`config.mk`:
```
export PLATFORM = sky130hd
export DESIGN_NAME = gate_seq_monitor
export DESIGN_NICKNAME = d
export VERILOG_FILES = /design/src/rtl/gate_mon_pkg.sv /design/src/rtl/gate_word_classify.sv /design/src/rtl/gate_seq_monitor.sv
export SDC_FILE = /design/constraint.sdc
export NUM_CORES = 1
export LEC_CHECK = 0
export CORE_MARGIN = 2
export CORE_UTILIZATION = 63
export DETAILED_ROUTE_END_ITERATION = 12
export DONT_BUFFER_PORTS = 1
export PLACE_DENSITY = 0.89
export SYNTH_ARGS = -nofsm -noshare
export SYNTH_HDL_FRONTEND = slang
export SYNTH_SLANG_ARGS = --single-unit
export TNS_END_PERCENT = 50
```
`constraint.sdc`:
```
create_clock -name clk -period 4 [get_ports clk]
set_input_delay 0.8 -clock clk [delete_from_list [all_inputs] [get_ports clk]]
set_output_delay 0.8 -clock clk [all_outputs]
set_load 0.1 [all_outputs]
```
`src/rtl/gate_mon_pkg.sv`:
```
// Shared definitions for the gate-word sequence monitor.
//
// Purpose: legal gate-word constants, phase bit positions, fault codes,
// monitor state encodings and small helper functions.
//
// Gate word layout, MSB first: {A+, A-, B+, B-, C+, C-}.
package gate_mon_pkg;

  // Phase bit positions in the 6-bit gate word
  localparam int unsigned BIT_A_P = 5;
  localparam int unsigned BIT_A_N = 4;
  localparam int unsigned BIT_B_P = 3;
  localparam int unsigned BIT_B_N = 2;
  localparam int unsigned BIT_C_P = 1;
  localparam int unsigned BIT_C_N = 0;

  // Masks selecting every high-side (+) or low-side (-) device
  localparam logic [5:0] PLUS_MASK  = 6'b101010;
  localparam logic [5:0] MINUS_MASK = 6'b010101;

  // Legal words
  localparam logic [5:0] W_OFF    = 6'b000000;
  localparam logic [5:0] W_FULL_A = 6'b110000;
  localparam logic [5:0] W_FULL_B = 6'b001100;
  localparam logic [5:0] W_FULL_C = 6'b000011;
  localparam logic [5:0] W_OV_0   = 6'b101000;
  localparam logic [5:0] W_OV_1   = 6'b010100;
  localparam logic [5:0] W_OV_2   = 6'b001010;
  localparam logic [5:0] W_OV_3   = 6'b000101;
  localparam logic [5:0] W_OV_4   = 6'b100010;
  localparam logic [5:0] W_OV_5   = 6'b010001;

  // Fault codes
  localparam logic [2:0] FC_NONE    = 3'd0;
  localparam logic [2:0] FC_ILLEGAL = 3'd1;
  localparam logic [2:0] FC_STEP    = 3'd2;
  localparam logic [2:0] FC_SIGN    = 3'd3;
  localparam logic [2:0] FC_DWELL   = 3'd4;
  localparam logic [2:0] FC_OVERLAP = 3'd5;

  // Monitor states
  localparam logic [1:0] ST_RUN   = 2'd0;
  localparam logic [1:0] ST_FAULT = 2'd1;
  localparam logic [1:0] ST_ARM   = 2'd2;

  function automatic logic [2:0] popcount6(input logic [5:0] v);
    logic [2:0] n;
    n = '0;
    for (int i = 0; i < 6; i++) begin
      n = n + 3'(v[i]);
    end
    return n;
  endfunction

endpackage

```
`src/rtl/gate_word_classify.sv`:
```
// Combinational classifier for one gate word.
//
// Ports:
//   word       in   6  word to classify (current gate_in)
//   prev       in   6  previously sampled word (gate_q)
//   is_legal   out  1  word is in the legal set
//   is_off     out  1  word is all-off
//   is_full    out  1  word is a full-phase word (both devices of one leg)
//   is_overlap out  1  word is a two-phase overlap word
//   diff_cnt   out  3  number of devices that differ between word and prev
module gate_word_classify
  import gate_mon_pkg::*;
(
  input  logic [5:0] word,
  input  logic [5:0] prev,
  output logic       is_legal,
  output logic       is_off,
  output logic       is_full,
  output logic       is_overlap,
  output logic [2:0] diff_cnt
);

  logic is_single;

  always_comb begin
    is_off     = (word == W_OFF);
    is_single  = (popcount6(word) == 3'd1);
    is_full    = (word == W_FULL_A) || (word == W_FULL_B) || (word == W_FULL_C);
    is_overlap = (word == W_OV_0) || (word == W_OV_1) || (word == W_OV_2) ||
                 (word == W_OV_3) || (word == W_OV_4) || (word == W_OV_5);
    is_legal   = is_off || is_single || is_full || is_overlap;
    diff_cnt   = popcount6(word ^ prev);
  end

endmodule

```
`src/rtl/gate_seq_monitor.sv`:
```
// Independent checker on the gate word sent from the commutation FSM to the
// gate drivers. Latches the first fault and raises short_out, which forces
// the FSM to all-off.
//
// Optional feature: define SIGN_CHECK_EN to check that, when leaving a
// full-phase word, the retained device matches current_sign.
//
// Ports:
//   clk          in   1      system clock, rising edge
//   rst_n        in   1      asynchronous active-low reset
//   gate_in      in   6      gate word {A+,A-,B+,B-,C+,C-}
//   current_sign in   1      source phase current sign, 1 = positive
//   fault_clr    in   1      one-cycle clear request
//   short_out    out  1      latched fault, drives FSM Short
//   fault_code   out  3      0 none,1 ILLEGAL,2 STEP,3 SIGN,4 DWELL,5 OVERLAP
//   fault_count  out  CNT_W  saturating count of latched faults
//   state_dbg    out  2      current monitor state (RUN/FAULT/ARM)
//
// Interface: no handshake. gate_in is sampled on every rising edge; all
// outputs are registered levels valid one cycle after the sampling edge.
module gate_seq_monitor
  import gate_mon_pkg::*;
#(
  parameter int MIN_DWELL   = 4,
  parameter int MAX_OVERLAP = 64,
  parameter int CNT_W       = 8
) (
  input  logic             clk,
  input  logic             rst_n,
  input  logic [5:0]       gate_in,
  input  logic             current_sign,
  input  logic             fault_clr,
  output logic             short_out,
  output logic [2:0]       fault_code,
  output logic [CNT_W-1:0] fault_count,
  output logic [1:0]       state_dbg
);

  localparam logic [CNT_W-1:0] DWELL_LIM = CNT_W'(MIN_DWELL - 1);
  localparam logic [CNT_W-1:0] OVL_LIM   = CNT_W'(MAX_OVERLAP);
  localparam logic [CNT_W-1:0] CNT_MAX   = '1;

  logic [1:0]       state_q,       state_d;
  logic [5:0]       gate_q,        gate_d;
  logic [CNT_W-1:0] dwell_cnt_q,   dwell_cnt_d;
  logic [CNT_W-1:0] overlap_cnt_q, overlap_cnt_d;
  logic [CNT_W-1:0] arm_cnt_q,     arm_cnt_d;
  logic             short_q,       short_d;
  logic [2:0]       code_q,        code_d;
  logic [CNT_W-1:0] count_q,       count_d;

  logic       is_legal, is_off, is_full, is_overlap;
  logic [2:0] diff_cnt;
  logic       changed, off_edge;
  logic       step_bad, dwell_bad, ovl_bad, sign_bad;
  logic [2:0] fault_sel;

  gate_word_classify u_classify (
    .word       (gate_in),
    .prev       (gate_q),
    .is_legal   (is_legal),
    .is_off     (is_off),
    .is_full    (is_full),
    .is_overlap (is_overlap),
    .diff_cnt   (diff_cnt)
  );

`ifdef SIGN_CHECK_EN
  // Remembers whether the previously sampled word was a full-phase word.
  logic       full_q;
  logic [5:0] kept;

  always_ff @(posedge clk or negedge rst_n) begin
    if (!rst_n) full_q <= 1'b0;
    else        full_q <= is_full;
  end

  // The device still on after leaving a full-phase word must be the
  // high side for positive current and the low side for negative current.
  always_comb begin
    kept     = gate_in & gate_q;
    sign_bad = full_q && changed && (kept != W_OFF) &&
               ((kept & (current_sign ? PLUS_MASK : MINUS_MASK)) == W_OFF);
  end
`else
  logic unused_cfg;
  assign unused_cfg = ^{current_sign, is_full};
  assign sign_bad   = 1'b0;
`endif

  // Violation detection and counter next-state
  always_comb begin
    gate_d   = gate_in;
    changed  = (gate_in != gate_q);
    // Moves into or out of all-off are exempt from STEP and DWELL.
    off_edge = is_off || (gate_q == W_OFF);

    dwell_cnt_d   = '0;
    overlap_cnt_d = '0;
    if (state_q == ST_RUN) begin
      if (!changed) begin
        dwell_cnt_d = (dwell_cnt_q == CNT_MAX) ? dwell_cnt_q : dwell_cnt_q + 1'b1;
      end
      if (is_overlap) begin
        overlap_cnt_d = (overlap_cnt_q == CNT_MAX) ? overlap_cnt_q : overlap_cnt_q + 1'b1;
      end
    end

    step_bad  = changed && !off_edge && (diff_cnt > 3'd1);
    dwell_bad = changed && !off_edge && (dwell_cnt_q < DWELL_LIM);
    ovl_bad   = is_overlap && (overlap_cnt_d >= OVL_LIM);

    if      (!is_legal) fault_sel = FC_ILLEGAL;
    else if (step_bad)  fault_sel = FC_STEP;
    else if (sign_bad)  fault_sel = FC_SIGN;
    else if (dwell_bad) fault_sel = FC_DWELL;
    else if (ovl_bad)   fault_sel = FC_OVERLAP;
    else                fault_sel = FC_NONE;
  end

  // Monitor FSM
  always_comb begin
    state_d   = state_q;
    short_d   = short_q;
    code_d    = code_q;
    count_d   = count_q;
    arm_cnt_d = '0;

    case (state_q)
      ST_RUN: begin
        if (fault_sel != FC_NONE) begin
          state_d = ST_FAULT;
          short_d = 1'b1;
          code_d  = fault_sel;
          count_d = (count_q == CNT_MAX) ? count_q : count_q + 1'b1;
        end
      end
      ST_FAULT: begin
        // The clear cycle itself counts as the first all-off cycle.
        if (fault_clr && is_off) begin
          state_d   = ST_ARM;
          arm_cnt_d = CNT_W'(1);
        end
      end
      ST_ARM: begin
        if (is_off) begin
          if (arm_cnt_q >= DWELL_LIM) begin
            state_d = ST_RUN;
            short_d = 1'b0;
            code_d  = FC_NONE;
          end else begin
            arm_cnt_d = arm_cnt_q + 1'b1;
          end
        end
      end
      default: begin
        // Unreachable encoding: fail safe with the short asserted.
        state_d = ST_FAULT;
        short_d = 1'b1;
      end
    endcase
  end

  always_ff @(posedge clk or negedge rst_n) begin
    if (!rst_n) begin
      state_q       <= ST_RUN;
      gate_q        <= W_OFF;
      dwell_cnt_q   <= '0;
      overlap_cnt_q <= '0;
      arm_cnt_q     <= '0;
      short_q       <= 1'b0;
      code_q        <= FC_NONE;
      count_q       <= '0;
    end else begin
      state_q       <= state_d;
      gate_q        <= gate_d;
      dwell_cnt_q   <= dwell_cnt_d;
      overlap_cnt_q <= overlap_cnt_d;
      arm_cnt_q     <= arm_cnt_d;
      short_q       <= short_d;
      code_q        <= code_d;
      count_q       <= count_d;
    end
  end

  assign short_out   = short_q;
  assign fault_code  = code_q;
  assign fault_count = count_q;
  assign state_dbg   = state_q;

endmodule
```
==> results of run 1 <==
==> critical path, delay by kind of cell <==
| kind | cells | cell delay (ns) |
|---|---|---|
| compound gates | 2 | 0.56 |
| buf+inv | 4 | 0.31 |
| simple gates | 3 | 0.36 |
| fa+ha+maj | 4 | 1.61 |
| xor+xnor | 1 | 0.18 |
==> through the flow <==
stage,instances,cell area (um2),setup slack [ns],hold slack [ns]
detailed placement,292,2580,0.0233,0.506
CTS,300,2680,0.332,0.180
floorplan,247,2530,0.159,0.494
global route,300,2680,0.134,0.162
finish,300,2680,0.325,0.184
global placement,292,2580,0.0644,0.506
==> synthesized netlist by cell type (all sizes together) (6+ instances only) <==
cell type	n	area share (%)
inv	19	2.8
dfrtp	44	44
a21oi	9	1.8
nor2	24	3.6
nor3	6	1.2
xor2	8	2.8
xnor2	13	4.5
nand4	7	1.7
and3	6	1.5
nand3	14	2.8
ha	14	7.0
nand2	14	2.1
==> per-layer routing <==
metal  up-vias  GRT usage [%]  part of all wire, %
li1        860              -                    -
met1       857           27.6                   41
met2        50           40.5                   51
met3         9           6.59                  5.8
met4         0           10.5                  2.7
met5         -              0                    0
==> flip-flops by register name (all words and copies together), names as in the netlist <==
| name | flops |
|---|---|
| overlap_cnt_q | 8 |
| fault_count | 8 |
| state_dbg | 2 |
| fault_code | 3 |
| dwell_cnt_q | 8 |
| short_out | 1 |
| gate_q | 6 |
| arm_cnt_q | 8 |
==> cell families (layout without fill, tap and decap cells) <==
group | Yosys count | in the layout | synth area share (%)
AO/OA/AOI/OAI | 34 | 34 | 10.3
adder cells (fa/ha/maj) | 19 | 19 | 11.0
XOR/XNOR | 21 | 21 | 7.33
flip-flops | 44 | 44 | 43.9
AND/OR/NAND/NOR | 90 | 90 | 20.3
multiplexers | 5 | 5 | 2.04
buffers and inverters | 28 | 33 | 4.98
other | 1 | 6 | 0.149
==> worst max-delay path by stage <==
stage                     slack [ns]              to  cells past startpoint
after floorplan                 0.16    state_dbg[1]                     14
after global placement          0.06    state_dbg[1]                     13
after detailed placement        0.02  fault_count[6]                     14
after CTS                       0.33  fault_count[7]                     14
after global routing            0.13  fault_count[7]                     14
final                           0.32  fault_count[7]                     14
==> area by class of cell <==
| type | instances | area share [%] |
|---|---|---|
| clock buffers | 6 | 2.70 |
| clock inverters | 2 | 1.31 |
| inverters | 20 | 2.80 |
| multi-input cells | 175 | 48.5 |
| flip-flops and latches | 44 | 41.0 |
| well taps | 48 | 2.24 |
| repair buffers | 5 | 1.40 |
==> power groups by stage <==
stage | Sequential (W) | Combinational [W] | Clock (W)
finish | 0.000823 | 0.000424 | 0.000330
global route | 0.000834 | 0.000464 | 0.000359
CTS | 0.000824 | 0.000427 | 0.000336
detailed placement | 0.000834 | 0.000427 | 0
global placement | 0.000827 | 0.000406 | 0
floorplan | 0.000938 | 0.000220 | 0
==> flow_results.org, run 1 <==
** Floorplanning
- After floorplanning, the core was sized to cover 3740 um2.
- I/O pin count :: 24
- Count of standard-cell rows :: 22
- DIE AREA :: roughly 4500 um2
- Initial core utilization :: 67.0%
- The die is about 67 um tall.
- Measured along the x axis, the die boundary spans approximately 67 um.

** Clock network
- Clock buffers created by TritonCTS :: 5
- Clk pin slew, worst setup/hold paths :: 0.09 ns
- Number of gates resized after CTS :: 0
- CTS H-Tree Depth :: 2
- CTS saw 44 sinks.
- No sink is reached through more buffers than the 2 on the longest clock path.
- Postcts setup bufs :: 0
- Clock tree root buffer cell :: sky130_fd_sc_hd__clkbuf_8
- TritonCTS built the clock tree.
- Hold repair after CTS inserted 0 buffers.
- The later pin in the worst-skew pair is clocked with a latency of about 0.30 ns.

** Power
- Leakage power :: about 1.2 nW
- Clk pwr share :: 20.9%
- Net switching fraction of the power :: 47.5%
- Register share of total power :: roughly 52%
- Overall power consumption :: 0.00158 W
- Relative contribution of combinational cells to total power :: 26.9%
- Maximum ir drop on the vdd rail :: 0.292 mV
- The analysis attributes to net switching a power of 0.000750 W.
- Dividing total power by cell area gives a power density of 588 nW/um2.
- Cell internal power was estimated by the tool at between 0.0008 and 0.0009 W.

** Finish
- The area growth from synthesis to layout is 6.93%.
- Leaving out fill and tap cells, the most frequent cell in the layout is sky130_fd_sc_hd__dfrtp_1.
- Fill cells in the final layout number approximately 270.
- Antenna fix cells :: 0
- # nets final :: 280
- Share of final-layout standard cells stronger than drive strength 1 :: under 10%
- The library cells used most frequently in the layout, excluding fill and tap cells, are sky130_fd_sc_hd__dfrtp_1 (44), sky130_fd_sc_hd__nor2_1 (24), sky130_fd_sc_hd__inv_1 (18).
- For this run, the share of the core covered by cells in the final layout is between 70% and 80%.
- Summing all multi-input logic gate instances after layout gives 1300 um2.
- Across the whole layout, storage elements account for 1100 um2.

** Yosys
- Register area share after synthesis :: a little over two fifths
- A synthesized cell averages between 10 and 15 um2.
- Synthesis produced 242 cells.
- Seq cells post-synth :: 44
- For this run, the leading register cell type out of synthesis is sky130_fd_sc_hd__dfrtp_1.
- Yosys mapped a number of flops with a built-in enable equal to 0.
- Combined area of all synthesized cells :: approximately 2500 um2
- Fraction of synthesis flops using an asynchronous set or reset pin :: 100%
- Library cells used by synthesis :: 52
- During synthesis, Yosys emitted a total of 0 warnings.

** GRT
- Global routing finished with a remaining overflow of 0.
- First-pass GRT wire length :: just under 8 mm
- Number of global-route vias before repair :: roughly 1800
- Global routing consumed, over all layers together, a little under a quarter of the routing resources.
- The initial antenna violation count is 0.
- Maximum number of pins on one net before global-route repair :: 45

** STA
- Setup violations remaining at the end of the flow were counted as 0.
- The worst pin sits at a relative slew slack of between 30% and 40%.
- Static timing analysis puts the maximum clock frequency at 0.272 GHz.
- RSZ-0062 raised after global routing :: no
- Transition time at the pin with the least slew margin :: between 1 and 1.5 ns
- The number of pins with negative max-slew slack in the final report came to 0.
- The hold violation total from the final report came to 0.
- After layout, the worst path uses around nine tenths of the clock period.
- The clock period could shrink to 3.68 ns.
- Summed over all failing endpoints, the final setup total negative slack is 0 ns.
- Between clock sinks in the finished design, the worst skew comes to approximately 0.012 ns.

** Worst setup path
- Crit-path max FO :: 8
- The worst setup path is captured at a flop.
- STA classifies the critical path startpoint as an input port.
- Critical-path top delay cell :: sky130_fd_sc_hd__fa_1
- Worst R2R Path Depth :: 13
- Type of the worst setup path :: input port to flop
- Setup slack on the worst reg-to-reg path comes out at between 0.6 and 0.7 ns.
- Worst Setup SP :: gate_in[0]
- CP arrival :: about 3.8 ns
- Required time worst endpoint :: a little over 4 ns
- CP Cell Sequence :: inv_1 -> ha_1 -> inv_1 -> fa_1 -> inv_1 -> fa_1 -> fa_1 -> nor2_1 -> a222oi_1 -> nand2_1 -> a31oi_2 -> buf_4 -> nand4_1 -> xnor2_1
- For this run, the slowest stage of the critical path takes slightly below 0.5 ns.
- Reg-to-reg endpoint :: state_dbg[1]
- RR Startpoint :: gate_q[0]

** Detailed routing
- For this run, design rule violations remaining after detail routing come to 0.
- Remaining antenna violation count :: 0
- Vias :: about 1800
- Pre-Repair DR Iteration Count :: 4
- For this block, the routed nets add up to around 4.6 mm of wire.
- Vias/cell :: a little under 6
- Count of routing violations after the opening detailed-route iteration :: 98
- Final routed wire length divided by cell count :: between 15 and 20 um

** Placed design
- Count of input and output buffers :: 0
- Detailed placement finished with a half-perimeter wire length of approximately 3.4 mm.
- Weighted congestion at the end of routability-driven global placement :: 0.815

** Job
- The tool flagged a number of max-cap violations equal to 0.

** Run status
- Status :: complete, no violations

** Hold path
- The path class of the tightest hold or removal check is input port to async pin.
No activity file was read; power rests on OpenSTA's default activity.
==> run 2: changes to the inputs <==
Settings changed: ABC_AREA from default to 1, BUFFER_PORTS_ARGS from default to -buffer_cell sky130_fd_sc_hd__buf_2, CORE_UTILIZATION 63 to 59, DONT_BUFFER_PORTS 1 to default.
==> run 2 against run 1 <==
  * Die area increased by 9.7%
  * First-iteration DRC count is 54% higher
  * Largest power group is now combinational cells
  * Highest routed layer unchanged
  * Critical endpoint is now fault_count[6]
  * Critical path type unchanged
  * Hold slack improved by 0.29 ns
  * Combinational power up 93%
==> flow_results.org, run 2 <==
** Detailed routing
- The via total after detailed routing was 2184 (+23%).
- DR DRC count :: 0 (unchanged)
- Highest metal layer used by the detailed router :: met4
- The post-detailed-route count of antenna-violating nets is 0 (unchanged).
- Final Routed Wirelength :: 5.07 mm (+11%)
- Count of routing violations after the opening detailed-route iteration :: 151 (+54%)
- The total length of routed met2 wires came to 2.59 mm (+13%).
- Pre-Repair DR Iteration Count :: 4 (unchanged)
- The ratio of routed vias to standard cells is 5.37 (-9.4%).
- The met3 layer wire length in the routed design came to 193 um (-27%).
- Met1 Wirelength :: 2.21 mm (+19%)
- The average wire per cell in the routed design came to 12.5 um (-18%).

** Worst setup path
- STA classifies the critical path endpoint as a flop.
- The endpoint required time on the critical path is 4.20 ns (+0.05 ns).
- The largest incremental delay on the critical path came to 0.51 ns (+0.02 ns).
- Reg-to-reg endpoint :: fault_count[6]
- Worst R2R Path Depth :: 18 (+5)
- CP arrival :: 3.89 ns (+0.07 ns)
- The largest individual stage delay along the critical path comes from the cell sky130_fd_sc_hd__fa_1.
- The largest fanout of any net on the critical path is 11 (+3).
- Type of the worst setup path :: input port to flop
- Worst setup SP type :: input port
- Walking the worst path, the cells encountered are buf_2 -> inv_1 -> ha_1 -> inv_1 -> fa_1 -> inv_1 -> fa_1 -> fa_1 -> nand3b_1 -> o21ai_0 -> nor2_1 -> nand2_1 -> nand2_2 -> inv_2 -> nand3_2 -> nand2_2 -> inv_1 -> nand2_1 -> nand2_1 -> nand2_1.
- In this run the critical register-to-register path is launched from gate_q[0].
- The slack of the worst reg-to-reg path was 0.58 ns (-0.05 ns).

** Power
- Relative contribution of combinational cells to total power :: 46.3% (+19 points)
- Overall power consumption :: 0.00177 W (+12%)
- The maximum resistive drop on vdd came to 0.736 mV (+150%).
- Clk pwr share :: 22.3% (+1.4 points)
- Int Power :: 0.000929 W (+12%)
- Leakage power :: 1.54 nW (+27%)
- Power per cell area :: 610 nW/um2 (+3.7%)
- The share of total power in sequential cells is 31.4% (-21 points).
- The proportion of total power due to net switching is 47.5% (about the same).
- The switching power total was 0.000842 W (+12%).

** STA
- RSZ-0062 raised after global routing :: no
- The clock skew is 0.00777 ns (-0.00467 ns).
- Final hold slack :: 0.471 ns (+0.287 ns)
- The final period utilization came to 92.4% (+0.57 points).
- The final-report setup violation count came to 0 (unchanged).
- The final critical-path required period was 3.70 ns (+0.0226 ns).
- The hold violation total from the final report was 0 (unchanged).
- The final critical-path setup slack was 0.302 ns (-0.0226 ns).
- The highest clock rate was 0.270 GHz (-0.61%).
- Final max-slew violation count :: 0 (unchanged)
- The worst max-slew margin expressed relative to the limit is 34.5% (+4.1 points).
- The slew at the pin with the worst max-slew slack came to 0.983 ns (-0.0616 ns).

** GRT
- The pin count of the biggest net entering global routing was 45 (unchanged).
- The total routing usage reported by global routing is 22.6% (-0.99 points).
- Number of antenna violations at the first check in global routing :: 0 (unchanged)
- First-pass GRT wire length :: 9.00 mm (+13%)
- The number of global-route vias before repair is 2096 (+20%).
- Total gr overflow :: 0 (unchanged)

** Finish
- Antenna fix cells :: 0 (unchanged)
- The ratio of cells with drive above 1 in the final layout came to 11.8% (+3.5 points).
- Area growth syn-to-layout :: 12.0%
- The filler-free cell count of the finished design came to 407 (+36%).
- Leaving out fill and tap cells, the most frequent cell in the layout is sky130_fd_sc_hd__nand2_1.
- Commonest non-fill, non-tap cells in the layout :: sky130_fd_sc_hd__nand2_1 (72), sky130_fd_sc_hd__inv_1 (48), sky130_fd_sc_hd__dfrtp_1 (44), sky130_fd_sc_hd__nor2_1 (38), sky130_fd_sc_hd__nand3_1 (28)
- # nets final :: 384 (+37%)

** Clock network
- The cell sitting at the root of the clock tree is a sky130_fd_sc_hd__clkbuf_8.
- The maximum count of clock buffers along a single path came to 2 (unchanged).
- The H-tree level count was 2 (unchanged).
- Clk pin slew, worst setup/hold paths :: 0.08 ns (about the same)
- The number of CTS-inserted buffers came to 5 (unchanged).
- The number of clock sinks is 44 (unchanged).
- Post-CTS Hold Fix Bufs :: 0 (unchanged)
- TritonCTS built the clock tree.
- The post-cts repair resize count came to 0 (unchanged).
- The clock latency on the worst-skew pair was 0.30 ns (about the same).
- The post-CTS setup-driven buffer insertion count was 0 (unchanged).

** Hold path
- Worst Hold End :: short_out
- Hold path cells :: 2
- Startpoint of the worst hold path :: short_out
- The min-delay analysis places its worst path in the category flop to flop.

** Yosys
- The number of library cell types mapped by synthesis is 33 (-37%).
- Ranked by total cell area, the synthesized netlist is headed by sky130_fd_sc_hd__dfrtp_1 (42%), sky130_fd_sc_hd__nand2_1 (10%), sky130_fd_sc_hd__inv_1 (6.9%), sky130_fd_sc_hd__ha_1 (6.8%), sky130_fd_sc_hd__nor2_1 (5.5%).
- The count of flip-flops with a built-in enable after synthesis came to 0 (unchanged).
- The share of the yosys chip area belonging to registers was 42.5% (-1.4 points).
- Cell count after synthesis :: 322 (+33%)
- Among all flip-flop cells after synthesis, the most frequent one is sky130_fd_sc_hd__dfrtp_1.
- Most frequent cell after synthesis :: sky130_fd_sc_hd__nand2_1
- The post-synthesis instance area was 2590 um2 (+3.3%).
- Post-synthesis cell type with the largest combined area :: sky130_fd_sc_hd__dfrtp_1
- Fraction of synthesis flops using an asynchronous set or reset pin :: 100% (unchanged)
- The synthesized area divided by synthesized cell count came to 8.06 um2 (-22%).
- Share of Yosys cell area claimed by the top area cell type :: 42.5% (-1.4 points)
- Most frequent cells after synthesis :: sky130_fd_sc_hd__nand2_1 (72), sky130_fd_sc_hd__inv_1 (48), sky130_fd_sc_hd__dfrtp_1 (44)
- The number of synthesized register bits came to 44 (unchanged).
- Yosys warns :: 0 (unchanged)

** Run status
- Status :: complete, no violations

** Floorplanning
- The number of ports placed on the die boundary was 24 (unchanged).
- Initial core utilization :: 60.4% (-6.6 points)
- The die width was 70.3 um (+4.7%).
- The core footprint is 4290 um2 (+15%).
- The die span in y is 70.3 um (+4.7%).
- The die outline area is 4940 um2 (+9.7%).
- The number of standard-cell rows in the floorplan is 24 (+9.1%).

** Placed design
- Number of placed instances, taps included :: 400 (+37%)
- The final weighted congestion in routability-driven placement was 0.871 (+6.9%).
- The port buffer count came to 22 (+22).
- The half-perimeter wire length after detailed placement was 3.78 mm (+11%).
- The placement-stage worst setup slack is -0.00656 ns (-0.0298 ns).

** Job
- Number of maximum-capacitance violations :: 0 (unchanged)
## run 2: power groups by stage
stage | logic [W] | clock network [W] | registers, W
CTS | 0.000822 | 0.000398 | 0.000555
detailed placement | 0.000819 | 0 | 0.000563
finish | 0.000820 | 0.000395 | 0.000556
global route | 0.000885 | 0.000417 | 0.000564
global placement | 0.000785 | 0 | 0.000561
floorplan | 0.000319 | 0 | 0.000913
## run 2: final cells by class
cell class / count / area (um2)
Inverter: 52 / 195
Fill cell: 336 / 1390
Multi-Input combinational cell: 230 / 1310
Sequential cell: 44 / 1100
Timing Repair Buffer: 22 / 110
Clock inverter: 2 / 60.1
Tap cell: 52 / 65.1
Clock buffer: 5 / 68.8
## run 2: cells by family (layout without fill, tap and decap cells)
logic type               Yosys count  count (layout)  synth area share, %
XOR/XNOR                          11              11                 3.71
other                              1               6                0.145
AND/OR/NAND/NOR                  164             164                 28.2
buffers and inverters             53              81                 7.96
flip-flops                        44              44                 42.5
AO/OA/AOI/OAI                     30              30                 6.90
adder cells (fa/ha/maj)           19              19                 10.6
## run 2: how the worst max path moves through the flow
stage	start	end	slack [ns]	cells past startpoint
6_report	gate_in[0]	fault_count[6]	0.30	20
3_5_place_dp	gate_in[0]	fault_count[6]	-0.007	20
3_3_place_gp	gate_in[0]	fault_count[6]	0.14	20
5_1_grt	gate_in[0]	fault_count[6]	0.09	20
4_1_cts	gate_in[0]	fault_count[6]	0.30	20
2_1_floorplan	gate_in[0]	fault_count[4]	0.53	17
## run 2: through the flow
| step | setup TNS, ns | util (%) | cell area, um2 |
|---|---|---|---|
| 6_report | 0 | 67.7 | 2910 |
| 5_1_grt | 0 | 67.7 | 2910 |
| 4_1_cts | 0 | 67.7 | 2910 |
| 3_5_place_dp | -0.00656 | 64.7 | 2780 |
| 3_3_place_gp | 0 | 64.7 | 2780 |
| 2_1_floorplan | 0 | - | 2610 |
## run 2: per-layer routing
metal,up-vias,track usage (%)
li1,1087,-
met1,1041,28.7
met2,48,39.1
met3,8,4.33
met4,0,7.05
met5,-,0
## run 2: worst max-delay path, delay by kind of cell
| family | cells | cell delay (ns) |
|---|---|---|
| simple gates | 9 | 0.84 |
| compound gates | 1 | 0.09 |
| fa+ha+maj | 4 | 1.63 |
| buf+inv | 6 | 0.54 |
